==> config.mk <==
export PLATFORM = sky130hd
export DESIGN_NAME = instr_loader
export DESIGN_NICKNAME = d
export VERILOG_FILES = /design/src/rtl/instr_loader.sv
export SDC_FILE = /design/constraint.sdc
export NUM_CORES = 1
export LEC_CHECK = 0
export ABC_AREA = 1
export BUFFER_PORTS_ARGS = -buffer_cell sky130_fd_sc_hd__buf_2
export CORE_UTILIZATION = 45
export DETAILED_ROUTE_END_ITERATION = 7
export GPL_TIMING_DRIVEN = 0
export PLACE_DENSITY_LB_ADDON = 0.25
export SLEW_MARGIN = 20
export SYNTH_ARGS = -nofsm -noshare
export SYNTH_HDL_FRONTEND = slang
export SYNTH_SLANG_ARGS = --single-unit
==> constraint.sdc <==
create_clock -name clk -period 1.7 [get_ports clk]
set_input_delay 0.17 -clock clk [delete_from_list [all_inputs] [get_ports clk]]
set_output_delay 0.17 -clock clk [all_outputs]
set_load 0.02 [all_outputs]
==> src/rtl/instr_loader.sv <==
// Byte-stream program loader for the instruction memory load port.
// Optional trailing XOR checksum byte: define INSTR_LOADER_CHECKSUM_EN.
module instr_loader #(
  parameter int unsigned DEPTH     = 64,
  parameter logic [31:0] BASE_ADDR = 32'd0
) (
  input  logic        clk,
  input  logic        reset,
  input  logic        start,
  input  logic [7:0]  rx_data,
  input  logic        rx_valid,
  output logic        rx_ready,
  output logic [31:0] write_address,
  output logic [31:0] write_data,
  output logic        write_enable,
  output logic        cpu_hold,
  output logic        done,
  output logic        error
);

  typedef enum logic [2:0] {
    S_IDLE, S_CNT0, S_CNT1, S_DATA, S_WRITE, S_CHK, S_DONE, S_ERR
  } state_t;

  localparam logic [16:0] DEPTH_W = 17'(DEPTH);
`ifdef INSTR_LOADER_CHECKSUM_EN
  localparam state_t S_TAIL = S_CHK;
`else
  localparam state_t S_TAIL = S_DONE;
`endif

  state_t      state_r, next_state_s;
  logic [7:0]  cnt_lo_r;
  logic [15:0] count_r;
  logic [15:0] word_idx_r;
  logic [1:0]  byte_idx_r;
  logic [23:0] word_r;
  logic [31:0] write_address_r, write_data_r;
  logic        write_enable_r, cpu_hold_r, done_r, error_r;
`ifdef INSTR_LOADER_CHECKSUM_EN
  logic [7:0]  csum_r;
`endif

  logic        rx_ready_s, take_s, start_ok_s;
  logic [15:0] count_s, idx_next_s;

  assign rx_ready_s = (state_r == S_CNT0) || (state_r == S_CNT1) ||
                      (state_r == S_DATA) || (state_r == S_CHK);
  assign take_s     = rx_valid && rx_ready_s;
  assign start_ok_s = start && ((state_r == S_IDLE) || (state_r == S_DONE) ||
                                (state_r == S_ERR));
  assign count_s    = {rx_data, cnt_lo_r};
  assign idx_next_s = word_idx_r + 16'd1;

  // State register
  always_ff @(posedge clk) begin
    if (reset) begin
      state_r <= S_IDLE;
    end else begin
      state_r <= next_state_s;
    end
  end

  // Next-state logic
  always_comb begin
    next_state_s = state_r;
    case (state_r)
      S_IDLE, S_DONE, S_ERR: begin
        if (start) next_state_s = S_CNT0;
        else       next_state_s = state_r;
      end
      S_CNT0: begin
        if (take_s) next_state_s = S_CNT1;
        else        next_state_s = state_r;
      end
      S_CNT1: begin
        if (!take_s)                       next_state_s = state_r;
        else if ({1'b0, count_s} > DEPTH_W) next_state_s = S_ERR;
        else if (count_s == 16'd0)          next_state_s = S_TAIL;
        else                                next_state_s = S_DATA;
      end
      S_DATA: begin
        if (take_s && (byte_idx_r == 2'd3)) next_state_s = S_WRITE;
        else                                next_state_s = state_r;
      end
      S_WRITE: begin
        if (idx_next_s == count_r) next_state_s = S_TAIL;
        else                       next_state_s = S_DATA;
      end
      S_CHK: begin
`ifdef INSTR_LOADER_CHECKSUM_EN
        if (!take_s)                next_state_s = state_r;
        else if (rx_data == csum_r) next_state_s = S_DONE;
        else                        next_state_s = S_ERR;
`else
        next_state_s = S_IDLE;
`endif
      end
      default: next_state_s = S_IDLE;
    endcase
  end

  // Count capture, word assembly and write-port registers
  always_ff @(posedge clk) begin
    if (reset) begin
      cnt_lo_r        <= 8'd0;
      count_r         <= 16'd0;
      word_idx_r      <= 16'd0;
      byte_idx_r      <= 2'd0;
      word_r          <= 24'd0;
      write_address_r <= 32'd0;
      write_data_r    <= 32'd0;
      write_enable_r  <= 1'b0;
`ifdef INSTR_LOADER_CHECKSUM_EN
      csum_r          <= 8'd0;
`endif
    end else begin
      write_enable_r <= 1'b0;
      case (state_r)
        S_IDLE, S_DONE, S_ERR: begin
          if (start) begin
            byte_idx_r <= 2'd0;
            word_idx_r <= 16'd0;
`ifdef INSTR_LOADER_CHECKSUM_EN
            csum_r     <= 8'd0;
`endif
          end
        end
        S_CNT0: if (take_s) cnt_lo_r <= rx_data;
        S_CNT1: if (take_s) count_r  <= count_s;
        S_DATA: begin
          if (take_s) begin
            byte_idx_r <= byte_idx_r + 2'd1;
`ifdef INSTR_LOADER_CHECKSUM_EN
            csum_r     <= csum_r ^ rx_data;
`endif
            case (byte_idx_r)
              2'd0:    word_r[7:0]   <= rx_data;
              2'd1:    word_r[15:8]  <= rx_data;
              2'd2:    word_r[23:16] <= rx_data;
              default: begin
                // Registered so the strobe lines up with the WRITE state
                write_data_r    <= {rx_data, word_r};
                write_address_r <= BASE_ADDR + {16'd0, word_idx_r};
                write_enable_r  <= 1'b1;
              end
            endcase
          end
        end
        S_WRITE: word_idx_r <= idx_next_s;
        default: ;
      endcase
    end
  end

  // Core hold and sticky completion flags
  always_ff @(posedge clk) begin
    if (reset) begin
      cpu_hold_r <= 1'b0;
      done_r     <= 1'b0;
      error_r    <= 1'b0;
    end else if ((next_state_s == S_DONE) && (state_r != S_DONE)) begin
      cpu_hold_r <= 1'b0;
      done_r     <= 1'b1;
    end else if ((next_state_s == S_ERR) && (state_r != S_ERR)) begin
      cpu_hold_r <= 1'b0;
      error_r    <= 1'b1;
    end else if (start_ok_s) begin
      cpu_hold_r <= 1'b1;
      done_r     <= 1'b0;
      error_r    <= 1'b0;
    end
  end

  assign rx_ready      = rx_ready_s;
  assign write_address = write_address_r;
  assign write_data    = write_data_r;
  assign write_enable  = write_enable_r;
  assign cpu_hold      = cpu_hold_r;
  assign done          = done_r;
  assign error         = error_r;

endmodule

==> results of run 1 <==
registers in the layout, summed over array words and instances, names as in the netlist:
| name | count |
|---|---|
| state_r | 3 |
| write_address | 16 |
| write_data | 32 |
| write_enable | 1 |
| word_idx_r | 16 |
| cpu_hold | 1 |
| done | 1 |
| cnt_lo_r | 8 |
| byte_idx_r | 2 |
| word_r | 24 |
| count_r | 16 |
| error | 1 |
layer usage:
| layer | vias up | track usage | part of all wire |
|---|---|---|---|
| li1 | 2655 | - | - |
| met1 | 2432 | 0.3203 | 0.47 |
| met2 | 188 | 0.3867 | 0.46 |
| met3 | 28 | 0.05008 | 0.059 |
| met4 | 0 | 0.1198 | 0.020 |
| met5 | - | 0 | 0 |
metrics by stage:
| stage | std cells | total power, mW | setup WS [ns] | utilization | hold slack (ns) |
|---|---|---|---|---|---|
| 2_1_floorplan | 771 | 4.277 | -0.05975 | - | 0.3362 |
| 3_3_place_gp | 976 | 4.620 | -0.4736 | 0.5151 | 0.4528 |
| 3_5_place_dp | 976 | 4.665 | -0.5416 | 0.5151 | 0.4611 |
| 4_1_cts | 1015 | 8.608 | -0.3563 | 0.5814 | 0.06510 |
| 5_1_grt | 1023 | 9.079 | -0.5762 | 0.5971 | 0.1053 |
| 6_report | 1023 | 8.705 | -0.3854 | 0.5971 | 0.09301 |
critical path, cell delays in order (launching register included):
cell and delay [ns]:
sky130_fd_sc_hd__dfxtp_4 0.37, sky130_fd_sc_hd__ha_4 0.16, sky130_fd_sc_hd__nand2_4 0.06, sky130_fd_sc_hd__nor2_4 0.21
sky130_fd_sc_hd__buf_4 0.16, sky130_fd_sc_hd__nand3_1 0.09, sky130_fd_sc_hd__nand3_2 0.10, sky130_fd_sc_hd__and2_1 0.14
sky130_fd_sc_hd__nand2_1 0.06, sky130_fd_sc_hd__nor2_1 0.10, sky130_fd_sc_hd__nand4_1 0.15, sky130_fd_sc_hd__nand3_2 0.13
sky130_fd_sc_hd__nand3_2 0.08, sky130_fd_sc_hd__nand2_1 0.06, sky130_fd_sc_hd__nand2_1 0.04, sky130_fd_sc_hd__nor2_1 0.08
cell type report:
cell class              instances  area share
multi-input cells             544      0.3876
flip-flops and latches        121      0.3542
clock buffers                  26     0.07664
repair buffers                 76     0.06197
plain buffers                  45     0.04059
inverters                      60     0.03588
well taps                     143     0.02591
clock inverters                 6     0.01558
repair inverters                2    0.001631
cell usage in the layout, fill, tap and decap left out, types with 3 or more instances in the layout:
cell type / count
sky130_fd_sc_hd__nor2_1: 146
sky130_fd_sc_hd__dfxtp_1: 110
sky130_fd_sc_hd__nand2_1: 107
sky130_fd_sc_hd__o21ai_0: 72
sky130_fd_sc_hd__buf_2: 63
sky130_fd_sc_hd__a21oi_1: 60
sky130_fd_sc_hd__nand3_1: 53
sky130_fd_sc_hd__inv_1: 51
sky130_fd_sc_hd__buf_4: 35
sky130_fd_sc_hd__o21ai_1: 22
sky130_fd_sc_hd__clkbuf_1: 18
sky130_fd_sc_hd__clkbuf_16: 17
sky130_fd_sc_hd__conb_1: 16
sky130_fd_sc_hd__nand2_2: 13
sky130_fd_sc_hd__nor2_4: 9
sky130_fd_sc_hd__nand4_1: 9
sky130_fd_sc_hd__clkbuf_8: 7
sky130_fd_sc_hd__dfxtp_2: 7
sky130_fd_sc_hd__nand3_2: 5
sky130_fd_sc_hd__ha_1: 5
sky130_fd_sc_hd__nand2_4: 4
sky130_fd_sc_hd__clkinvlp_4: 4
sky130_fd_sc_hd__dfxtp_4: 4
sky130_fd_sc_hd__clkinv_2: 3
sky130_fd_sc_hd__inv_2: 3
sky130_fd_sc_hd__a211oi_1: 3
sky130_fd_sc_hd__buf_6: 3
sky130_fd_sc_hd__bufinv_16: 3
kinds of logic (layout without fill, tap and decap cells):
logic type,count (synthesis),in the layout,synth area share
other,1,16,0.0006962
buffers and inverters,106,215,0.08734
adder cells (fa/ha/maj),6,6,0.01394
AO/OA/AOI/OAI,161,161,0.1535
flip-flops,121,121,0.4497
XOR/XNOR,4,4,0.009292
AND/OR/NAND/NOR,357,357,0.2855
synth_stat cells:
cell                       instances  area share
sky130_fd_sc_hd__o21ai_1           1     0.00093
sky130_fd_sc_hd__clkbuf_1         21       0.015
sky130_fd_sc_hd__xnor2_1           1      0.0016
sky130_fd_sc_hd__nand4_1           9       0.010
sky130_fd_sc_hd__nor2_1          150        0.10
sky130_fd_sc_hd__nand2_4           1      0.0021
sky130_fd_sc_hd__xor3_1            1      0.0044
sky130_fd_sc_hd__nor3_1            3      0.0028
sky130_fd_sc_hd__buf_4            17       0.024
sky130_fd_sc_hd__inv_2             2      0.0014
sky130_fd_sc_hd__nand2_1         117       0.082
sky130_fd_sc_hd__inv_1            54       0.038
sky130_fd_sc_hd__conb_1            1     0.00070
sky130_fd_sc_hd__nand2_2           6      0.0070
sky130_fd_sc_hd__nand3_2           2      0.0037
sky130_fd_sc_hd__o21ai_4           1      0.0030
sky130_fd_sc_hd__o21ai_0          94       0.087
sky130_fd_sc_hd__dfxtp_1         121        0.45
sky130_fd_sc_hd__or2_2             1      0.0012
sky130_fd_sc_hd__nor2_2            4      0.0046
sky130_fd_sc_hd__and3_1            1      0.0012
sky130_fd_sc_hd__nor2_4            3      0.0063
sky130_fd_sc_hd__a21oi_1          61       0.057
sky130_fd_sc_hd__xor2_1            2      0.0033
sky130_fd_sc_hd__nor2_8            1      0.0037
sky130_fd_sc_hd__nand3_1          56       0.052
sky130_fd_sc_hd__a211oi_1          3      0.0042
sky130_fd_sc_hd__and2_1            1      0.0012
sky130_fd_sc_hd__ha_1              6       0.014
sky130_fd_sc_hd__clkinv_1          4      0.0028
sky130_fd_sc_hd__buf_1             1     0.00070
sky130_fd_sc_hd__nor3_2            1      0.0019
sky130_fd_sc_hd__nand3b_1          1      0.0014
sky130_fd_sc_hd__o21a_1            1      0.0014
sky130_fd_sc_hd__buf_2             7      0.0065
where the power goes:
part / internal [mW] / switching (mW) / leakage (nW) / total (mW)
clock network: 2.57 / 1.23 / 0.313 / 3.80
registers: 3.05 / 0.157 / 0.984 / 3.21
logic: 0.616 / 1.08 / 1.76 / 1.69
total: 6.24 / 2.46 / 3.06 / 8.71
worst min path at each step:
stage / slack (ns) / startpoint / cells after the start / end
2_1_floorplan: 0.34 / rx_data[0] / 2 / cnt_lo_r[0]
3_3_place_gp: 0.45 / count_r[0] / 2 / count_r[0]
3_5_place_dp: 0.46 / count_r[2] / 2 / count_r[2]
4_1_cts: 0.07 / start / 4 / state_r[1]
5_1_grt: 0.11 / start / 4 / state_r[1]
6_report: 0.09 / start / 4 / state_r[1]
repair_timing:
action	in CTS	in global routing
resized for setup	27	79
endpoints found under the setup margin	104	91
buffers inserted	7	6
pin swaps	11	7
gates cloned	0	3
==> results by group, run 1 <==
Clock tree
  – Root Buffer: sky130_fd_sc_hd__clkbuf_16
  – Clock buffers created by TritonCTS: 17
  – Buffer depth of the longest clock path: 2
  – CTS tree: done
  – Clock H-tree levels: 4
  – TritonCTS Sinks: 121
  – Hold-fix buffer count after cts: 0
  – Clock slew at the register clock pins of the worst setup and hold paths: 0.05 ns
  – Clock latency on the worst-skew pair: 0.42 ns

Placed design
  – Detailed Place HPWL: 10640 um
  – Final weighted congestion in routability-driven placement: 0.9001
  – Cell area after placement: 5957 um2
  – Count of buffers from port buffering: 62

Setup path
  – Worst setup path startpoint: word_idx_r[0]
  – Largest fanout on the critical path: 8
  – Critical Path End: done
  – Data arrival time of the critical path: 2.44 ns
  – Number of cell instances on the worst register-to-register path: 15
  – Type of the worst setup path: reg2reg
  – Crit Reg-Reg Startpoint: word_idx_r[0]
  – Reg2reg end: done
  – Data required time of the critical path: 2.06 ns
  – Worst reg-to-reg setup slack: -0.39 ns
  – Crit. End Element: register
  – Startpoint class of the critical path: register

Synth
  – Cell Area, Synth: 5386 um2
  – Gate count of the mapped netlist: 756
  – Post-Syn Area per Cell: 7.125 um2
  – Warnings from Yosys: 0
  – Synthesized flop and latch total: 121
  – Share of the yosys chip area belonging to registers: 0.4497
  – Cell variety after synth: 35

GRT
  – Global-route usage over all layers: 0.2449
  – Pin count of the biggest net entering global routing: 17
  – Total overflow reported by the global router: 0
  – Wire length of the first global-routing pass: 23560 um
  – Vias in the first global route: 4902
  – Initial antenna violation count: 0

STA
  – Final Max Tran Viols: 0
  – Post-route clock skew: 0.007304 ns
  – Final Hold Viols: 0
  – Slew headroom: 0.5762
  – Unrepaired setup endpoints after global routing: true
  – Slew at the pin closest to its max-slew limit: 0.6357 ns
  – Final setup margin: -0.3854 ns
  – Crit share post-route: 1.227
  – Max Clk Rate: 479.5 MHz
  – Post-layout min period: 2.085 ns
  – Number of failing setup endpoints in the final timing report: 5
  – Accumulated negative setup slack: -1.751 ns

Layout
  – Total non-filler cell area in the finished layout: 6905 um2
  – Area used by multi-input combinational logic: 2676 um2
  – Nets: 885
  – Antenna diode count: 0
  – Sequential cell area in the final layout: 2446 um2
  – Share of final-layout standard cells stronger than drive strength 1: 0.2239
  – Final-layout fill cell count: 1074
  – Layout Area Growth over Synthesis: 28.20%

Floorplan
  – Area of the die: 12410 um2
  – Initial core utilization: 0.4658
  – Top-level I/O count: 81
  – Core footprint: 11560 um2
  – Horizontal die dimension: 111.4 um
  – Chip height: 111.4 um
  – Core Rows: 39

Route
  – Pre-antenna DRT Iters: 7
  – Routed vias/inst: 5.184
  – Via count: 5303
  – Average detailed-routed wire length per instance: 14.43 um
  – Antenna violation net count after detailed routing: 0
  – Total wire length after detailed routing: 14760 um
  – Number of DRC markers in iteration 0: 459
  – DRC errors left: 22

Pwr
  – Power density cells: 1261 nW/um2
  – VDD IR-drop max: 0.6118 mV
  – Static leakage: 3.058 nW

Status
  – Result of the run: finished, violations left
  – Failing checks: DRC, setup timing

Worst hold path
  – Class of the most critical hold timing path: in2reg

Flow run
  – Max-cap viol count: 0
Power figures use the tool's default switching activity.
==> inputs of run 2 (changes only) <==
--- a/config.mk
+++ b/config.mk
@@ -9,8 +9,8 @@
 export BUFFER_PORTS_ARGS = -buffer_cell sky130_fd_sc_hd__buf_2
 export CORE_UTILIZATION = 45
 export DETAILED_ROUTE_END_ITERATION = 7
-export GPL_TIMING_DRIVEN = 0
 export PLACE_DENSITY_LB_ADDON = 0.25
+export SETUP_SLACK_MARGIN = 0.3
 export SLEW_MARGIN = 20
 export SYNTH_ARGS = -nofsm -noshare
 export SYNTH_HDL_FRONTEND = slang
==> results by group, run 2 (synthesis results as in run 1) <==
Status
  – Result of the run: finished, violations left
  – Failing checks: DRC, setup timing

Pwr
  – Switch share: 0.3459 (+0.06295)
  – Design Power: 10.22 mW (+17%)
  – Static leakage: 3.850 nW (+26%)
  – Sequential group share of total power: 0.315 (-0.054)
  – Power density cells: 1149 nW/um2 (-8.8%)
  – Net switching power: 3.534 mW (+43%)
  – Fraction of power consumed by the clock network: 0.346 (-0.091)
  – Combinational cell fraction of total power: 0.339 (+0.145)
  – VDD IR-drop max: 0.8346 mV (+36%)
  – Internal power consumption: 6.684 mW (+7.1%)

Setup path
  – Data required time of the critical path: 2.04 ns (-0.02 ns)
  – Data arrival time of the critical path: 2.81 ns (+0.37 ns)
  – Number of cell instances on the worst register-to-register path: 13 (-2)
  – Largest fanout on the critical path: 6 (-2)
  – Startpoint class of the critical path: register
  – Type of the worst setup path: reg2reg
  – Crit. End Element: register

Clock tree
  – Clock slew at the register clock pins of the worst setup and hold paths: 0.06 ns (about the same)
  – CTS tree: done
  – TritonCTS Sinks: 121 (unchanged)
  – Hold-fix buffer count after cts: 0 (unchanged)
  – Buffer depth of the longest clock path: 2 (unchanged)
  – Clock buffers created by TritonCTS: 17 (unchanged)
  – Clock H-tree levels: 4 (unchanged)
  – Clock latency on the worst-skew pair: 0.42 ns (about the same)
  – Root Buffer: sky130_fd_sc_hd__clkbuf_16

Flow run
  – Max-cap viol count: 0 (unchanged)

Layout
  – Antenna diode count: 0 (unchanged)
  – Share of final-layout standard cells stronger than drive strength 1: 0.4863 (+0.2624)
  – Highest-count cells in the layout ignoring fill and taps: sky130_fd_sc_hd__dfxtp_1, sky130_fd_sc_hd__nor2_1, sky130_fd_sc_hd__nand2_1, sky130_fd_sc_hd__buf_2, sky130_fd_sc_hd__buf_4
  – Utilization after layout: 0.7687 (+0.1716)
  – Layout Area Growth over Synthesis: 65.04%
  – Final-layout fill cell count: 651 (-39%)
  – Nets: 953 (+7.7%)
  – Commonest non-fill, non-tap cell in the layout: sky130_fd_sc_hd__dfxtp_1
  – Number of cells in the finished layout apart from fillers: 1089 (+6.5%)
  – Max FFs per register: 32 (unchanged)
  – Area used by multi-input combinational logic: 3651 um2 (+36%)
  – Sequential cell area in the final layout: 2446 um2 (unchanged)

GRT
  – Initial antenna violation count: 0 (unchanged)
  – Vias in the first global route: 5666 (+16%)
  – Total overflow reported by the global router: 0 (unchanged)
  – Wire length of the first global-routing pass: 28160 um (+20%)
  – Pin count of the biggest net entering global routing: 93 (+76)
  – Global-route usage over all layers: 0.2922 (+0.04728)

Worst hold path
  – Hold path depth: 4 (unchanged)
  – Class of the most critical hold timing path: in2reg

Route
  – Average detailed-routed wire length per instance: 20.39 um (+41%)
  – Total wire length after detailed routing: 22200 um (+50%)
  – DRC errors left: 18 (-18%)
  – Via count: 6440 (+21%)
  – Pre-antenna DRT Iters: 8 (+1)
  – Routed vias/inst: 5.914 (+14%)
  – Antenna violation net count after detailed routing: 0 (unchanged)
  – Number of DRC markers in iteration 0: 705 (+54%)

Floorplan
  – Chip height: 111.4 um (unchanged)
  – Core footprint: 11560 um2 (unchanged)
  – Initial core utilization: 0.4658 (unchanged)
  – Area of the die: 12410 um2 (unchanged)
  – Horizontal die dimension: 111.4 um (unchanged)
  – Core Rows: 39 (unchanged)
  – Top-level I/O count: 81 (unchanged)

STA
  – Final Max Tran Viols: 0 (unchanged)
  – Number of failing setup endpoints in the final timing report: 83 (+78)
  – Final setup margin: -0.7682 ns (-0.3828 ns)
  – Post-route clock skew: 0.01118 ns (+0.003876 ns)
  – Max Clk Rate: 405.2 MHz (-16%)
  – Slew headroom: 0.6327 (+0.05644)
  – Worst Hold Slack: 0.07590 ns (-0.01711 ns)
  – Slew at the pin closest to its max-slew limit: 0.5510 ns (-0.08467 ns)
  – Unrepaired setup endpoints after global routing: true
  – Post-layout min period: 2.468 ns (+0.3828 ns)
  – Final Hold Viols: 0 (unchanged)
  – Crit share post-route: 1.452 (+0.2252)

Placed design
  – Count of placed standard cells including taps: 988 (+1.2%)
  – Detailed Place HPWL: 9846 um (-7.4%)
  – Final weighted congestion in routability-driven placement: 0.9313 (+3.5%)
  – Count of buffers from port buffering: 64 (+3.2%)
run 2: final timing paths:
check | startpoint | end | slack, ns
worst max-delay path | word_idx_r[4] | done | -0.77
worst max register to register | word_idx_r[4] | done | -0.77
worst min-delay path | reset | cpu_hold | 0.08
worst min register to register | count_r[0] | count_r[0] | 0.46
run 2: layout make-up:
class	instances	area share
Multi-Input combinational cell	546	0.4107
Sequential cell	121	0.2752
Timing Repair Buffer	186	0.1976
Clock buffer	19	0.04982
Inverter	60	0.03026
Tap cell	143	0.02013
Clock inverter	11	0.01422
Timing Repair inverter	3	0.002111
run 2: power groups by stage:
| stage | Clock, mW | Sequential (mW) | Combinational (mW) |
|---|---|---|---|
| CTS | 3.50 | 3.19 | 2.33 |
| floorplan | 0 | 3.23 | 1.08 |
| finish | 3.53 | 3.22 | 3.46 |
| detailed placement | 0 | 3.24 | 1.64 |
| global route | 3.66 | 3.24 | 3.61 |
| global placement | 0 | 3.23 | 1.60 |
run 2: timing repair:
action,CTS,global route
setup buffers,38,17
pin swaps,76,47
resized for setup,223,184
gates cloned,14,2
setup endpoints to repair,120,122
endpoints found under the hold margin,0,0
run 2: critical path: stages (launching register included):
cell,delay (ns)
sky130_fd_sc_hd__dfxtp_2,0.40
sky130_fd_sc_hd__nand2_1,0.19
sky130_fd_sc_hd__nor2_4,0.25
sky130_fd_sc_hd__nand3_1,0.21
sky130_fd_sc_hd__nand3_1,0.31
sky130_fd_sc_hd__and2_1,0.21
sky130_fd_sc_hd__nand2_1,0.07
sky130_fd_sc_hd__nor2_1,0.10
sky130_fd_sc_hd__nand4_1,0.13
sky130_fd_sc_hd__nand3_2,0.16
sky130_fd_sc_hd__nand3_4,0.09
sky130_fd_sc_hd__nand2_1,0.07
sky130_fd_sc_hd__nand2_1,0.05
sky130_fd_sc_hd__nor2_1,0.14
run 2: per-layer routing:
metal	vias to the layer above	GRT usage	part of all wire
li1	2801	-	-
met1	3041	0.3490	0.36
met2	458	0.4900	0.48
met3	140	0.06315	0.094
met4	0	0.1622	0.065
met5	-	0	0
run 2: metrics by stage:
step	TNS (ns)	instance area, um2	setup slack (ns)
2_1_floorplan	-0.07848	5517	-0.03915
3_3_place_gp	-9.764	6203	-0.2611
3_5_place_dp	-7.889	6206	-0.3217
4_1_cts	-4.114	7995	-0.2077
5_1_grt	-18.12	8890	-0.9300
6_report	-13.41	8890	-0.7682
==> inputs of run 3 (changes only) <==
--- a/config.mk
+++ b/config.mk
@@ -7,7 +7,9 @@
 export LEC_CHECK = 0
 export ABC_AREA = 1
 export BUFFER_PORTS_ARGS = -buffer_cell sky130_fd_sc_hd__buf_2
-export CORE_UTILIZATION = 45
+export CELL_PAD_IN_SITES_DETAIL_PLACEMENT = 2
+export CELL_PAD_IN_SITES_GLOBAL_PLACEMENT = 2
+export CORE_UTILIZATION = 29
 export DETAILED_ROUTE_END_ITERATION = 7
 export PLACE_DENSITY_LB_ADDON = 0.25
 export SETUP_SLACK_MARGIN = 0.3
==> results by group, run 3 (synthesis results as in run 1) <==
Setup path
  – Startpoint class of the critical path: register
  – Type of the worst setup path: reg2reg
  – Number of cell instances on the worst register-to-register path: 16 (+3)
  – Worst reg-to-reg setup slack: -0.79 ns (-0.02 ns)
  – Data required time of the critical path: 2.09 ns (+0.05 ns)
  – Reg2reg end: done
  – Largest fanout on the critical path: 6 (unchanged)
  – Data arrival time of the critical path: 2.88 ns (+0.07 ns)
  – Crit Reg-Reg Startpoint: word_idx_r[3]
  – Crit. End Element: register

GRT
  – Wire length of the first global-routing pass: 41250 um (+46%)
  – Global-route usage over all layers: 0.2872 (-0.004930)
  – Vias in the first global route: 6829 (+21%)
  – Pin count of the biggest net entering global routing: 96 (+3.2%)
  – Initial antenna violation count: 1 (+1)
  – Total overflow reported by the global router: 0 (unchanged)

Clock tree
  – TritonCTS Sinks: 121 (unchanged)
  – Clock slew at the register clock pins of the worst setup and hold paths: 0.07 ns (about the same)
  – CTS tree: done
  – Buffer depth of the longest clock path: 2 (unchanged)
  – Clock buffers created by TritonCTS: 17 (unchanged)
  – Root Buffer: sky130_fd_sc_hd__clkbuf_16
  – Clock H-tree levels: 4 (unchanged)
  – Clock latency on the worst-skew pair: 0.46 ns (+0.04 ns)

Floorplan
  – Top-level I/O count: 81 (unchanged)
  – Horizontal die dimension: 138.3 um (+24%)
  – Core Rows: 49 (+26%)
  – Core footprint: 18090 um2 (+56%)
  – Initial core utilization: 0.2978 (-0.1679)
  – Chip height: 138.3 um (+24%)
  – Area of the die: 19120 um2 (+54%)

Layout
  – Share of final-layout standard cells stronger than drive strength 1: 0.4154 (-0.07091)
  – Number of cells in the finished layout apart from fillers: 1181 (+8.4%)
  – Max FFs per register: 32 (unchanged)
  – Commonest non-fill, non-tap cell in the layout: sky130_fd_sc_hd__dfxtp_1
  – Highest-count cells in the layout ignoring fill and taps: sky130_fd_sc_hd__dfxtp_1, sky130_fd_sc_hd__nor2_1, sky130_fd_sc_hd__o21ai_0, sky130_fd_sc_hd__nand2_1, sky130_fd_sc_hd__buf_4
  – Nets: 956 (+0.31%)
  – Layout Area Growth over Synthesis: 59.81%

Pwr
  – Sequential group share of total power: 0.313 (-0.002)
  – Fraction of power consumed by the clock network: 0.386 (+0.040)
  – Switch share: 0.3686 (+0.02278)
  – Design Power: 10.45 mW (+2.3%)
  – Combinational cell fraction of total power: 0.301 (-0.038)
  – Net switching power: 3.852 mW (+9.0%)
  – VDD IR-drop max: 0.8570 mV (+2.7%)
  – Power density cells: 1214 nW/um2 (+5.6%)
  – Internal power consumption: 6.597 mW (-1.3%)
  – Static leakage: 3.793 nW (-1.5%)

Flow run
  – Max-cap viol count: 0 (unchanged)

STA
  – Final Max Tran Viols: 0 (unchanged)
  – Worst Hold Slack: 0.1029 ns (+0.02699 ns)
  – Post-route clock skew: 0.01712 ns (+0.005941 ns)
  – Final setup margin: -0.7889 ns (-0.02068 ns)
  – Final Hold Viols: 0 (unchanged)
  – Crit share post-route: 1.464 (+0.01216)
  – Number of failing setup endpoints in the final timing report: 97 (+17%)
  – Post-layout min period: 2.489 ns (+0.02068 ns)
  – Accumulated negative setup slack: -24.74 ns (-11.33 ns)
  – Max Clk Rate: 401.8 MHz (-0.83%)
  – Unrepaired setup endpoints after global routing: true

Worst hold path
  – Class of the most critical hold timing path: in2reg
  – Terminating pin of the worst hold path: state_r[1]
  – Hold path depth: 4 (unchanged)
  – Launch point of the worst hold path: start

Route
  – Routed vias/inst: 5.534 (-6.4%)
  – Average detailed-routed wire length per instance: 28.46 um (+40%)
  – Pre-antenna DRT Iters: 6 (-2)
  – Total wire length after detailed routing: 33620 um (+51%)
  – Via count: 6536 (+1.5%)
  – Number of DRC markers in iteration 0: 480 (-32%)
  – Antenna violation net count after detailed routing: 0 (unchanged)
  – DRC errors left: 20 (+2)

Placed design
  – Count of buffers from port buffering: 64 (unchanged)
  – Count of placed standard cells including taps: 1077 (+9.0%)
  – Pre-CTS setup slack: -0.4686 ns (-0.1469 ns)
  – Detailed Place HPWL: 13650 um (+39%)
  – Final weighted congestion in routability-driven placement: 0.8511 (-8.6%)

Status
  – Failing checks: DRC, setup timing
  – Result of the run: finished, violations left
run 3: cell count changes in the layout (fill, tap and decap cells not counted), moves of 4 or more:
cell	delta
sky130_fd_sc_hd__a21oi_1	+32
sky130_fd_sc_hd__buf_4	+16
sky130_fd_sc_hd__o21ai_0	+56
sky130_fd_sc_hd__o21ai_2	-33
sky130_fd_sc_hd__nand2_4	-10
sky130_fd_sc_hd__buf_6	-9
sky130_fd_sc_hd__nor2_4	+4
sky130_fd_sc_hd__nor2_2	-7
sky130_fd_sc_hd__o21ai_1	-10
sky130_fd_sc_hd__nand2_2	+14
sky130_fd_sc_hd__o21ai_4	-13
sky130_fd_sc_hd__a21oi_2	-32
sky130_fd_sc_hd__inv_6	+5
run 3: power groups by stage:
stage          sequential [mW]  combinational, mW  clock (mW)
5_1_grt                   3.28               3.26        4.15
4_1_cts                   3.25               2.06        3.89
2_1_floorplan             3.23               1.08           0
3_5_place_dp              3.26               1.67           0
3_3_place_gp              3.24               1.59           0
6_report                  3.27               3.14        4.03
run 3: per-layer routing:
metal  part of all wire  global-route usage
met2               0.51              0.5215
met1               0.40              0.3243
met3              0.047             0.05057
met5                  0                   0
met4              0.043              0.1419
run 3: per-stage QoR:
| step | utilization | instance area, um2 |
|---|---|---|
| after global routing | 0.4758 | 8606 |
| after CTS | 0.4347 | 7863 |
| final | 0.4760 | 8608 |
| after detailed placement | 0.3509 | 6346 |
| after floorplan | - | 5517 |
| after global placement | 0.3509 | 6346 |
run 3: final cells by class:
| class | count | area (um2) |
|---|---|---|
| Sequential cell | 121 | 2451 |
| Clock inverter | 15 | 190.2 |
| Clock buffer | 17 | 425.4 |
| Multi-Input combinational cell | 544 | 3194 |
| Timing Repair Buffer | 192 | 1783 |
| Antenna cell | 1 | 2.502 |
| Fill cell | 1940 | 9478 |
| Inverter | 60 | 261.5 |
| Tap cell | 229 | 286.5 |
| Timing Repair inverter | 2 | 13.76 |
run 3: worst max path at each step:
| stage | startpoint | to | slack (ns) | cells after the start |
|---|---|---|---|---|
| floorplan | word_idx_r[1] | done | -0.04 | 17 |
| global placement | word_idx_r[1] | done | -0.32 | 17 |
| detailed placement | word_idx_r[1] | done | -0.47 | 17 |
| CTS | word_idx_r[0] | done | -0.36 | 18 |
| global route | word_idx_r[3] | done | -0.90 | 14 |
| finish | word_idx_r[3] | done | -0.79 | 16 |
run 3: what timing repair did:
action,in CTS,in global routing
resized for setup,117,127
pin swaps,35,55
hold buffers,0,0
setup endpoints to repair,106,122
cloned,11,3
setup buffers,28,29
run 3: critical path, cell delays in order, from the launching register on:
cell and delay (ns):
sky130_fd_sc_hd__dfxtp_2 0.37, sky130_fd_sc_hd__nand2_2 0.12, sky130_fd_sc_hd__nor2_4 0.27, sky130_fd_sc_hd__nand3b_1 0.20, sky130_fd_sc_hd__nand2_1 0.15, sky130_fd_sc_hd__nand3_1 0.13
sky130_fd_sc_hd__nand2_2 0.14, sky130_fd_sc_hd__nand2_1 0.09, sky130_fd_sc_hd__nor2_2 0.16, sky130_fd_sc_hd__nand3_2 0.12, sky130_fd_sc_hd__nand2_2 0.11, sky130_fd_sc_hd__nand2_2 0.08
sky130_fd_sc_hd__nand2_2 0.09, sky130_fd_sc_hd__nand3_2 0.10, sky130_fd_sc_hd__nand2_1 0.10, sky130_fd_sc_hd__nand2_1 0.06, sky130_fd_sc_hd__nor2_1 0.12
